[src/rtl/march_bist_pkg.sv]
// Shared definitions for the March BIST controller: FSM states, algorithm
// selects and the element tables for MATS+ and March C-.
package march_bist_pkg;

    typedef enum logic [2:0] {
        ST_IDLE  = 3'd0,
        ST_RUN   = 3'd1,
        ST_FLUSH = 3'd2,
        ST_DONE  = 3'd3,
        ST_HOLD  = 3'd4
    } state_e;

    localparam logic ALGO_MATS    = 1'b0;
    localparam logic ALGO_MARCH_CM = 1'b1;

    // Per-element op-code: one or two ops per address, each a read or write of
    // background polarity pol (0 = bg0, 1 = ~bg0), swept up or down.
    typedef struct packed {
        logic two_ops;
        logic rd0;
        logic pol0;
        logic rd1;
        logic pol1;
        logic down;
    } elem_t;

    localparam elem_t EL_W0_UP   = '{1'b0, 1'b0, 1'b0, 1'b0, 1'b0, 1'b0};
    localparam elem_t EL_R0W1_UP = '{1'b1, 1'b1, 1'b0, 1'b0, 1'b1, 1'b0};
    localparam elem_t EL_R1W0_UP = '{1'b1, 1'b1, 1'b1, 1'b0, 1'b0, 1'b0};
    localparam elem_t EL_R0W1_DN = '{1'b1, 1'b1, 1'b0, 1'b0, 1'b1, 1'b1};
    localparam elem_t EL_R1W0_DN = '{1'b1, 1'b1, 1'b1, 1'b0, 1'b0, 1'b1};
    localparam elem_t EL_R0_UP   = '{1'b0, 1'b1, 1'b0, 1'b0, 1'b0, 1'b0};

    localparam elem_t [2:0] MATS_TBL = {EL_R1W0_DN, EL_R0W1_UP, EL_W0_UP};
    localparam elem_t [5:0] MARCH_CM_TBL = {EL_R0_UP, EL_R1W0_DN, EL_R0W1_DN,
                                            EL_R1W0_UP, EL_R0W1_UP, EL_W0_UP};

    function automatic logic [2:0] last_elem(input logic algo);
        return (algo == ALGO_MARCH_CM) ? 3'd5 : 3'd2;
    endfunction

    function automatic elem_t elem_lookup(input logic algo, input logic [2:0] idx);
        elem_t e;
        e = EL_W0_UP;
        if (algo == ALGO_MARCH_CM) begin
            if (idx <= 3'd5) e = MARCH_CM_TBL[idx];
        end else begin
            if (idx <= 3'd2) e = MATS_TBL[idx[1:0]];
        end
        return e;
    endfunction

endpackage

[src/rtl/march_bist_addr_gen.sv]
// Up/down address sweep counter with load, step and end-of-sweep flag.
module march_bist_addr_gen #(
    parameter int AWIDTH = 4,
    parameter int DEPTH  = 2**AWIDTH
) (
    input  logic              clk,
    input  logic              rst,
    input  logic              load_i,
    input  logic              load_down_i,
    input  logic              step_i,
    input  logic              down_i,
    output logic [AWIDTH-1:0] addr_o,
    output logic              last_o
);

    localparam logic [AWIDTH-1:0] TOP = AWIDTH'(DEPTH - 1);

    logic [AWIDTH-1:0] addr_q, addr_d;

    always_comb begin
        addr_d = addr_q;
        if (load_i)
            addr_d = load_down_i ? TOP : '0;
        else if (step_i)
            addr_d = down_i ? addr_q - AWIDTH'(1) : addr_q + AWIDTH'(1);
    end

    always_ff @(posedge clk) begin
        if (!rst) addr_q <= '0;
        else      addr_q <= addr_d;
    end

    assign addr_o = addr_q;
    assign last_o = down_i ? (addr_q == '0) : (addr_q == TOP);

endmodule

[src/rtl/march_bist_controller.sv]
// March BIST controller (MATS+ / March C-, solid or checkerboard background).
// Define MARCH_BIST_FAIL_LOG_EN to log the first failing address and a fail count.
module march_bist_controller
    import march_bist_pkg::*;
#(
    parameter int DWIDTH = 32,
    parameter int AWIDTH = 4,
    parameter int DEPTH  = 2**AWIDTH
) (
    input  logic              clk,
    input  logic              rst,
    input  logic              Test,
    input  logic              algo_sel,
    input  logic              bg_sel,
    output logic              we,
    output logic [AWIDTH-1:0] wraddr,
    output logic [DWIDTH-1:0] datain,
    output logic              re,
    output logic [AWIDTH-1:0] rdaddr,
    input  logic [DWIDTH-1:0] rddata,
    output logic              bist_busy,
    output logic              bist_status,
    output logic              bist_check_valid,
    output logic [AWIDTH-1:0] fail_addr,
    output logic [7:0]        fail_count
);

    localparam logic [DWIDTH-1:0] CHECKER = {(DWIDTH/2){2'b01}};

    state_e            state_q, state_d;
    logic              test_q, algo_q, bg_q, op_q;
    logic [2:0]        elem_q;
    logic              busy_q, status_q, cv_q;
    logic              cmp_vld_q;
    logic [DWIDTH-1:0] exp_q;

    elem_t             cur;
    logic              cur_rd, cur_pol, run, start, op_last, elem_end, last_op_run;
    logic              mismatch;
    logic [DWIDTH-1:0] bg0, wdata;
    logic [AWIDTH-1:0] addr;
    logic              addr_last;

    assign cur     = elem_lookup(algo_q, elem_q);
    assign cur_rd  = op_q ? cur.rd1  : cur.rd0;
    assign cur_pol = op_q ? cur.pol1 : cur.pol0;
    assign bg0     = bg_q ? CHECKER : '0;
    assign wdata   = cur_pol ? ~bg0 : bg0;

    assign run         = (state_q == ST_RUN);
    assign start       = (state_q == ST_IDLE) && Test && !test_q;
    assign op_last     = !cur.two_ops || op_q;
    assign elem_end    = run && op_last && addr_last;
    assign last_op_run = elem_end && (elem_q == last_elem(algo_q));
    assign mismatch    = cmp_vld_q && (rddata != exp_q);

    // Element 0 always sweeps ascending, so a start loads address 0.
    march_bist_addr_gen #(.AWIDTH(AWIDTH), .DEPTH(DEPTH)) u_addr_gen (
        .clk         (clk),
        .rst         (rst),
        .load_i      (start || (elem_end && !last_op_run)),
        .load_down_i (start ? 1'b0 : elem_lookup(algo_q, 3'(elem_q + 3'd1)).down),
        .step_i      (run && op_last && !addr_last),
        .down_i      (cur.down),
        .addr_o      (addr),
        .last_o      (addr_last)
    );

    assign we     = run && !cur_rd;
    assign re     = run && cur_rd;
    assign wraddr = we ? addr  : '0;
    assign datain = we ? wdata : '0;
    assign rdaddr = re ? addr  : '0;

    always_comb begin
        state_d = state_q;
        case (state_q)
            ST_IDLE:  if (start) state_d = ST_RUN;
            ST_RUN:   if (!Test) state_d = ST_IDLE;
                      else if (last_op_run) state_d = ST_FLUSH;
            ST_FLUSH: state_d = Test ? ST_DONE : ST_IDLE;
            ST_DONE:  state_d = ST_HOLD;
            ST_HOLD:  if (!Test) state_d = ST_IDLE;
            default:  state_d = ST_IDLE;
        endcase
    end

    always_ff @(posedge clk) begin
        if (!rst) begin
            state_q   <= ST_IDLE;
            test_q    <= 1'b0;
            algo_q    <= ALGO_MATS;
            bg_q      <= 1'b0;
            elem_q    <= '0;
            op_q      <= 1'b0;
            busy_q    <= 1'b0;
            status_q  <= 1'b0;
            cv_q      <= 1'b0;
            cmp_vld_q <= 1'b0;
            exp_q     <= '0;
        end else begin
            state_q   <= state_d;
            test_q    <= Test;
            cv_q      <= (state_q == ST_DONE);
            cmp_vld_q <= run && Test && cur_rd;
            exp_q     <= wdata;
            if (start) begin
                algo_q   <= algo_sel;
                bg_q     <= bg_sel;
                elem_q   <= '0;
                op_q     <= 1'b0;
                busy_q   <= 1'b1;
                status_q <= 1'b0;
            end
            if (run && Test) begin
                op_q <= !op_last;
                if (elem_end && !last_op_run) elem_q <= elem_q + 3'd1;
            end
            if ((state_q == ST_DONE) ||
                (((state_q == ST_RUN) || (state_q == ST_FLUSH)) && !Test))
                busy_q <= 1'b0;
            if (mismatch) status_q <= 1'b1;
        end
    end

    assign bist_busy        = busy_q;
    assign bist_status      = status_q;
    assign bist_check_valid = cv_q;

`ifdef MARCH_BIST_FAIL_LOG_EN
    logic [AWIDTH-1:0] cmp_addr_q, fail_addr_q;
    logic [7:0]        fail_count_q;

    always_ff @(posedge clk) begin
        if (!rst) begin
            cmp_addr_q   <= '0;
            fail_addr_q  <= '0;
            fail_count_q <= '0;
        end else begin
            cmp_addr_q <= addr;
            if (start) begin
                fail_addr_q  <= '0;
                fail_count_q <= '0;
            end else if (mismatch) begin
                if (fail_count_q == 8'd0)   fail_addr_q  <= cmp_addr_q;
                if (fail_count_q != 8'd255) fail_count_q <= fail_count_q + 8'd1;
            end
        end
    end

    assign fail_addr  = fail_addr_q;
    assign fail_count = fail_count_q;
`else
    assign fail_addr  = '0;
    assign fail_count = '0;
`endif

endmodule

[config.mk]
export PLATFORM = sky130hd
export DESIGN_NAME = march_bist_controller
export DESIGN_NICKNAME = d
export VERILOG_FILES = /design/src/rtl/march_bist_pkg.sv /design/src/rtl/march_bist_addr_gen.sv /design/src/rtl/march_bist_controller.sv
export SDC_FILE = /design/constraint.sdc
export NUM_CORES = 1
export LEC_CHECK = 0
export CAP_MARGIN = 20
export CELL_PAD_IN_SITES_DETAIL_PLACEMENT = 0
export CELL_PAD_IN_SITES_GLOBAL_PLACEMENT = 1
export CORE_MARGIN = 5
export CORE_UTILIZATION = 29
export DETAILED_ROUTE_END_ITERATION = 10
export PLACE_DENSITY_LB_ADDON = 0.12
export SYNTH_ARGS = -nofsm -noshare
export SYNTH_HDL_FRONTEND = slang
export SYNTH_SLANG_ARGS = --single-unit
[constraint.sdc]
create_clock -name clk -period 3.69 [get_ports clk]
set_input_delay 0.738 -clock clk [delete_from_list [all_inputs] [get_ports clk]]
set_output_delay 0.738 -clock clk [all_outputs]
set_load 0.05 [all_outputs]
* Word level (Yosys, flattened, before mapping)
Memories as Yosys holds them, arrays and structs flattened. A register that Yosys moved wholly into a read port is not among the register bits.
Index checks and enable logic that the tools add are counted.
Widths: inputs -> output; s select.
** Operators by class
- Add/subtract/negate cells :: 3
- $lt $le $gt $ge :: 8
- Eq/ne operators :: 10
- Multiplexer cells :: 39
- Bitwise logic cells :: 2
- Reduce and logical (&&, ||, !) cells :: 31
** Operator list (count)
- $mux 32 :: 2
- $ne 32x32->1 :: 1
- $not 31->32 :: 1
- $mux 31 :: 1
- $mux 6 :: 5
- $mux 3 :: 9
- $bmux 6 s2 :: 2
- $mux 4 :: 6
- $pmux 3 s5 :: 1
- $logic_and 1x1->1 :: 13
- $mux 1 :: 12
- $lt 3x4->1 const B :: 2
- $logic_not 1->1 :: 7
- $eq 3x2->1 const B :: 2
- $le 3x2->1 const B :: 2
- $le 3x3->1 const B :: 2
- $lt 2x3->1 const B :: 2
- $reduce_bool 2->1 :: 3
- $add 4x1->4 const B :: 1
- $eq 4x4->1 const B :: 1
- $logic_not 4->1 :: 1
- $logic_or 1x1->1 :: 4
- $ne 2x2->1 const B :: 2
- $sub 4x1->4 const B :: 1
- 10 further kinds :: 10
** Storage, ports and cells
- Flip-flop bits (word level) :: 50
- Memory bits (read-only) :: 96
- Output and inout bits :: 57
- Logic and storage cells :: 107
- Memories kept :: 2
** Memory list
- (no name shown) :: words 8, bits a word 6, rd ports 1, clocked after memory_dff 0, wr ports 0, line march_bist_pkg.sv:46 : if (idx <= 3'd5) e = MARCH_CM_TBL[idx];
- (no name shown) :: words 8, bits a word 6, rd ports 1, clocked after memory_dff 1, wr ports 0, line march_bist_pkg.sv:46

* Longest topological paths before layout
- Depth in word-level cells :: 14
- Mapped depth :: 12
- Depth with buffers taken out :: 11

* Hierarchy
A second synthesis with hierarchy kept.
** Unflattened totals
- Cells, all modules :: 249
- Area total of the unflattened synthesis :: 2024.4 um2
** Modules (own cells, without submodules)
- march_bist_controller :: times used 1, cells an instance 212, area an instance 1717.9 um2, seq. area each 420.4 um2
- march_bist_addr_gen :: times used 1, cells an instance 37, area an instance 306.5 um2, seq. area each 80.1 um2

* Worst setup path after synthesis
Ideal clock, no wire load.
- Kind :: flip-flop to output port
- From :: reg elem_q[0]
- To :: out datain[11]
- Arrival :: 3.428 ns
- Slack :: -0.476 ns
- Cell stages (with the launch flop) :: 8
- Path buffers :: 2
- Cell sequence :: dfxtp_1 buf_6 inv_1 ha_1 nand2_1 a21oi_1 nor3_1 buf_4
** Between the ends
- Longest elaborated chain between the ends :: 8
- Elaborated cells on any way between the ends :: 13
** RTL lines
- from (decl) :: line march_bist_controller.sv:32 : logic [2:0] elem_q;
- from (signal assigned) :: line march_bist_controller.sv:117 : if (elem_end && !last_op_run) elem_q <= elem_q + 3'd1;
- $bmux 6 s2 :: line march_bist_pkg.sv:48 : if (idx <= 3'd2) e = MATS_TBL[idx[1:0]];
- $mux 6 (not written as such) :: line march_bist_pkg.sv:48
- $mux 6 :: line march_bist_pkg.sv:48
- $mux 6 (*) :: line march_bist_pkg.sv:45 : if (algo == ALGO_MARCH_CM) begin
- $mux 1 :: line march_bist_controller.sv:45 : assign cur_rd = op_q ? cur.rd1 : cur.rd0;
- $logic_not 1->1 :: line march_bist_controller.sv:69 : assign we = run && !cur_rd;
- $logic_and 1x1->1 :: line march_bist_controller.sv:69
- $mux 32 (*) :: line march_bist_controller.sv:72 : assign datain = we ? wdata : '0;
- to (decl) :: line march_bist_controller.sv:17 : output logic [DWIDTH-1:0] datain,
Mark *: on every way between the ends. The rest lies on a longest branch, timed or not. The select of a mux whose other input is x is not followed.

* Final worst setup path
- From :: reg elem_q[1]
- To :: out wraddr[0]
** Between the ends
- Longest elaborated chain between the ends :: 8
- Elaborated cells on any way between the ends :: 11
** RTL lines
- $bmux 6 s2 :: line march_bist_pkg.sv:48
- $mux 6 (not written as such) :: line march_bist_pkg.sv:48
- $mux 6 :: line march_bist_pkg.sv:48
- $mux 6 (*) :: line march_bist_pkg.sv:45
- $mux 1 (*) :: line march_bist_controller.sv:45
- $logic_not 1->1 (*) :: line march_bist_controller.sv:69
- $logic_and 1x1->1 (*) :: line march_bist_controller.sv:69
- $mux 4 (*) :: line march_bist_controller.sv:71 : assign wraddr = we ? addr : '0;
- to (decl) :: line march_bist_controller.sv:16 : output logic [AWIDTH-1:0] wraddr,
Marks and branches as above.

==> impl_metrics.csv <==
group,metric,value,unit
yosys,synthArstFlopShare,0,%
yosys,ys_seq_area_share,24.2,%
power_and_ir_drop,seq_power_share,42.9,%
timing,clock-skew-final,3.01,ps
worst_setup_path,cp.required,2950,ps
power_and_ir_drop,p_per_area,229,nW/um^2
layout,syn2layout_area_growth,50.3,%
yosys,post_synth_instance_area,2070,sq um
yosys,syn_inst,256,
drt,initialDrtViolationCount,57,
global_routing,gr-usage-all-layers,12.0,%
power_and_ir_drop,net-switching-power,0.000252,W
placed_design,post-place-ws,554,ps
timing,timing.final.max_slew_violations,0,
timing,hold_ws,464,ps
layout,fill_cells,684,
global_routing,antenna_found_initial,0,
worst_setup_path,critPathLaunchType,"flop",
placed_design,buffer_ports.inserted,81,
clock_tree,total_number_of_clock_tree_sinks,25,
timing,slew-limit-headroom,62.4,%
drt,dr_total_vias,1905,
worst_setup_path,worstSetupEndpointType,"output pin",
timing,timing.final.hold_violations,0,
power_and_ir_drop,clockPowerShare,24.4,%
global_routing,number_of_global_route_vias_before_repair,1739,
floorplan,core_area,6870,sq um
floorplan,die-width,94.5,um
global_routing,grt_overflow,0,
placed_design,place.detailed.instances,400,
worst_setup_path,critical_path_class,"reg2out",
clock_tree,hold_bufs_at_cts,0,
timing,max_clock_freq,289,MHz
clock_tree,post_cts_resized,0,
worst_setup_path,critPathArrivalTime,2720,ps
yosys,synth.ff_latch_count,25,
hold_path,hold-path-endpoint,"bist_status$_SDFFE_PN0P_",
clock_tree,clock_tree.buffer_depth,2,
drt,drt-pass1-iter-count,4,
floorplan,die_height,94.5,um
timing,final.period_utilization,93.8,%
hold_path,hp-class,"reg2reg",
layout,most-common-layout-cells,"clkdlybuf4s50_1 (44), buf_12 (33), dfxtp_1 (25), nand2_1 (21), nor2_1 (16)",
clock_tree,clk_latency,270,ps
yosys,number_of_warnings_printed_during_yosys_synthesis,0,
timing,period_needed,3460,ps
layout,layout.cells.non_filler,404,
global_routing,grt_max_degree,17,
drt,vias_per_cell,4.72,
clock_tree,h-tree-depth,1,
power_and_ir_drop,power_report.internal_total,0.000459,W
timing,tns,0,ps
floorplan,row_count,30,
power_and_ir_drop,pwr-share-comb,32.7,%
worst_setup_path,critPathSlowestCell,"clkdlybuf4s50_1",
layout,layout.cells.most_common,"clkdlybuf4s50_1",
worst_setup_path,r2r_start,"elem_q[1]$_SDFF_PN0_",
timing,finalSetupViolations,0,
clock_tree,clk_pin_slew_worst_paths,100,ps
clock_tree,post-cts-setup-buffer-count,0,
worst_setup_path,r2r_setup_slack,940,ps
worst_setup_path,worstSetupStartpoint,"elem_q[1]$_SDFF_PN0_",
hold_path,worstHoldStart,"bist_status$_SDFFE_PN0P_",
worst_setup_path,timing.critical_path.buf_inv,2,
drt,postRouteWirelength,5790,um
power_and_ir_drop,vdd.ir_drop.worst,0.222,mV
worst_setup_path,crit_fanout,9,
timing,postLayoutSetupSlackWorst,228,ps
floorplan,ports_placed_on_the_boundary,94,
worst_setup_path,largest_delay_share_family_worst_path,"buffers and inverters",
power_and_ir_drop,swShare,35.4,%
timing,rsz0062_at_grt,"no",
outcome,status,"completed",
drt,route.detailed.drc,0,
worst_setup_path,crit_path_max_incr_delay,800,ps
yosys,number_of_enable_flip_flop_cells_after_synthesis,0,
floorplan,initial_core_util,30.1,%
layout,diodes,0,
floorplan,die_area,8920,sq um
worst_setup_path,timing.rr.end,"u_addr_gen.addr_o[3]$_SDFFE_PN0P_",
placed_design,routability_congestion,0.751,
worst_setup_path,timing.reg2reg.worst_path_depth,11,
yosys,synth_flop_cell,"dfxtp_1",
clock_tree,total_clock_buffers_created_by_cts,3,
clock_tree,root_buffer,"clkbuf_8",
worst_setup_path,worstPathCellList,"inv_1 > ha_1 > o211ai_1 > a21oi_1 > nor2_2 > and2_1 > clkdlybuf4s50_1",
timing,tightest_slew,563,ps
yosys,synthesis.area_per_instance,8.08,sq um
clock_tree,cts_tree,"yes",
layout,layout_cells_sized_above_1,21.8,%
power_and_ir_drop,power.leakage,1.18,nW
hold_path,min_delay_path_depth,2,
drt,drt-wirelength-per-cell,14.3,um
global_routing,wire_length_of_the_first_global_routing_pass,8790,um
placed_design,dp_hpwl,4630,um
drt,ant_nets,0,
layout,nets,353,
yosys,synth_cell_type_count,61,
run,cap_viol_max_count,0,
-- through the flow --
step                      util (%)  power (W)  cell area [sq um]
after floorplan                  -   0.000458               2120
after detailed placement      44.6   0.000544               3060
final                         45.3   0.000711               3110
after CTS                     45.3   0.000714               3110
after global routing          45.3   0.000744               3110
after global placement        44.6   0.000544               3060
-- worst min-delay path: stages, from the launching register on --
cell     delay [ps]
dfxtp_1         320
nand2_1          50
a21oi_1          50
-- final cells by class --
type | count | area, sq um | share of cell area (%)
multi-input cells | 184 | 1240 | 39.8
repair buffers | 87 | 1180 | 37.8
flip-flops and latches | 25 | 500 | 16.1
well taps | 96 | 120 | 3.86
clock buffers | 3 | 41.3 | 1.33
inverters | 8 | 30.0 | 0.966
clock inverters | 1 | 5.00 | 0.161
-- Yosys cell counts, types with 5 or more instances --
master / number / area (sq um)
inv_1: 7 / 26.3
and2_1: 12 / 75.1
buf_4: 42 / 315
nor3_1: 14 / 70.1
a21oi_1: 15 / 75.1
dfxtp_1: 25 / 500
nand2_1: 21 / 78.8
ha_1: 6 / 75.1
a31oi_1: 5 / 31.3
nand3_1: 7 / 35.0
nor2_1: 17 / 63.8
nor4_1: 5 / 31.3
-- power by group through the flow --
stage	sequential, W	combinational (W)	clock, W
after CTS	0.000305	0.000234	0.000175
after floorplan	0.000306	0.000152	0
after global placement	0.000311	0.000232	0
after detailed placement	0.000311	0.000233	0
final	0.000305	0.000233	0.000173
after global routing	0.000308	0.000250	0.000186
-- cell families (layout without fill, tap and decap cells) --
group / count (synthesis) / count (layout) / share of synthesized area (%)
flops: 25 / 25 / 24.2
compound gates: 59 / 59 / 22.9
other cells: 1 / 12 / 0.181
buf+inv: 58 / 99 / 18.7
mux: 4 / 4 / 2.78
fa+ha+maj: 8 / 8 / 5.08
xor+xnor: 6 / 6 / 2.54
simple gates: 95 / 95 / 23.6
-- how the worst max path moves through the flow --
stage / to / slack, ps / cells past startpoint
floorplan: datain[10] / 190 / 8
global placement: wraddr[2] / 610 / 7
detailed placement: wraddr[0] / 550 / 7
CTS: wraddr[0] / 250 / 7
global route: wraddr[3] / 70 / 7
finish: wraddr[0] / 230 / 7
-- routing by layer --
layer	GRT usage (%)	part of all wire, %
met1	16.2	47
met2	20.6	45
met3	2.47	8.2
met4	1.08	0.22
met5	0	0
Power figures use the tool's default switching activity.
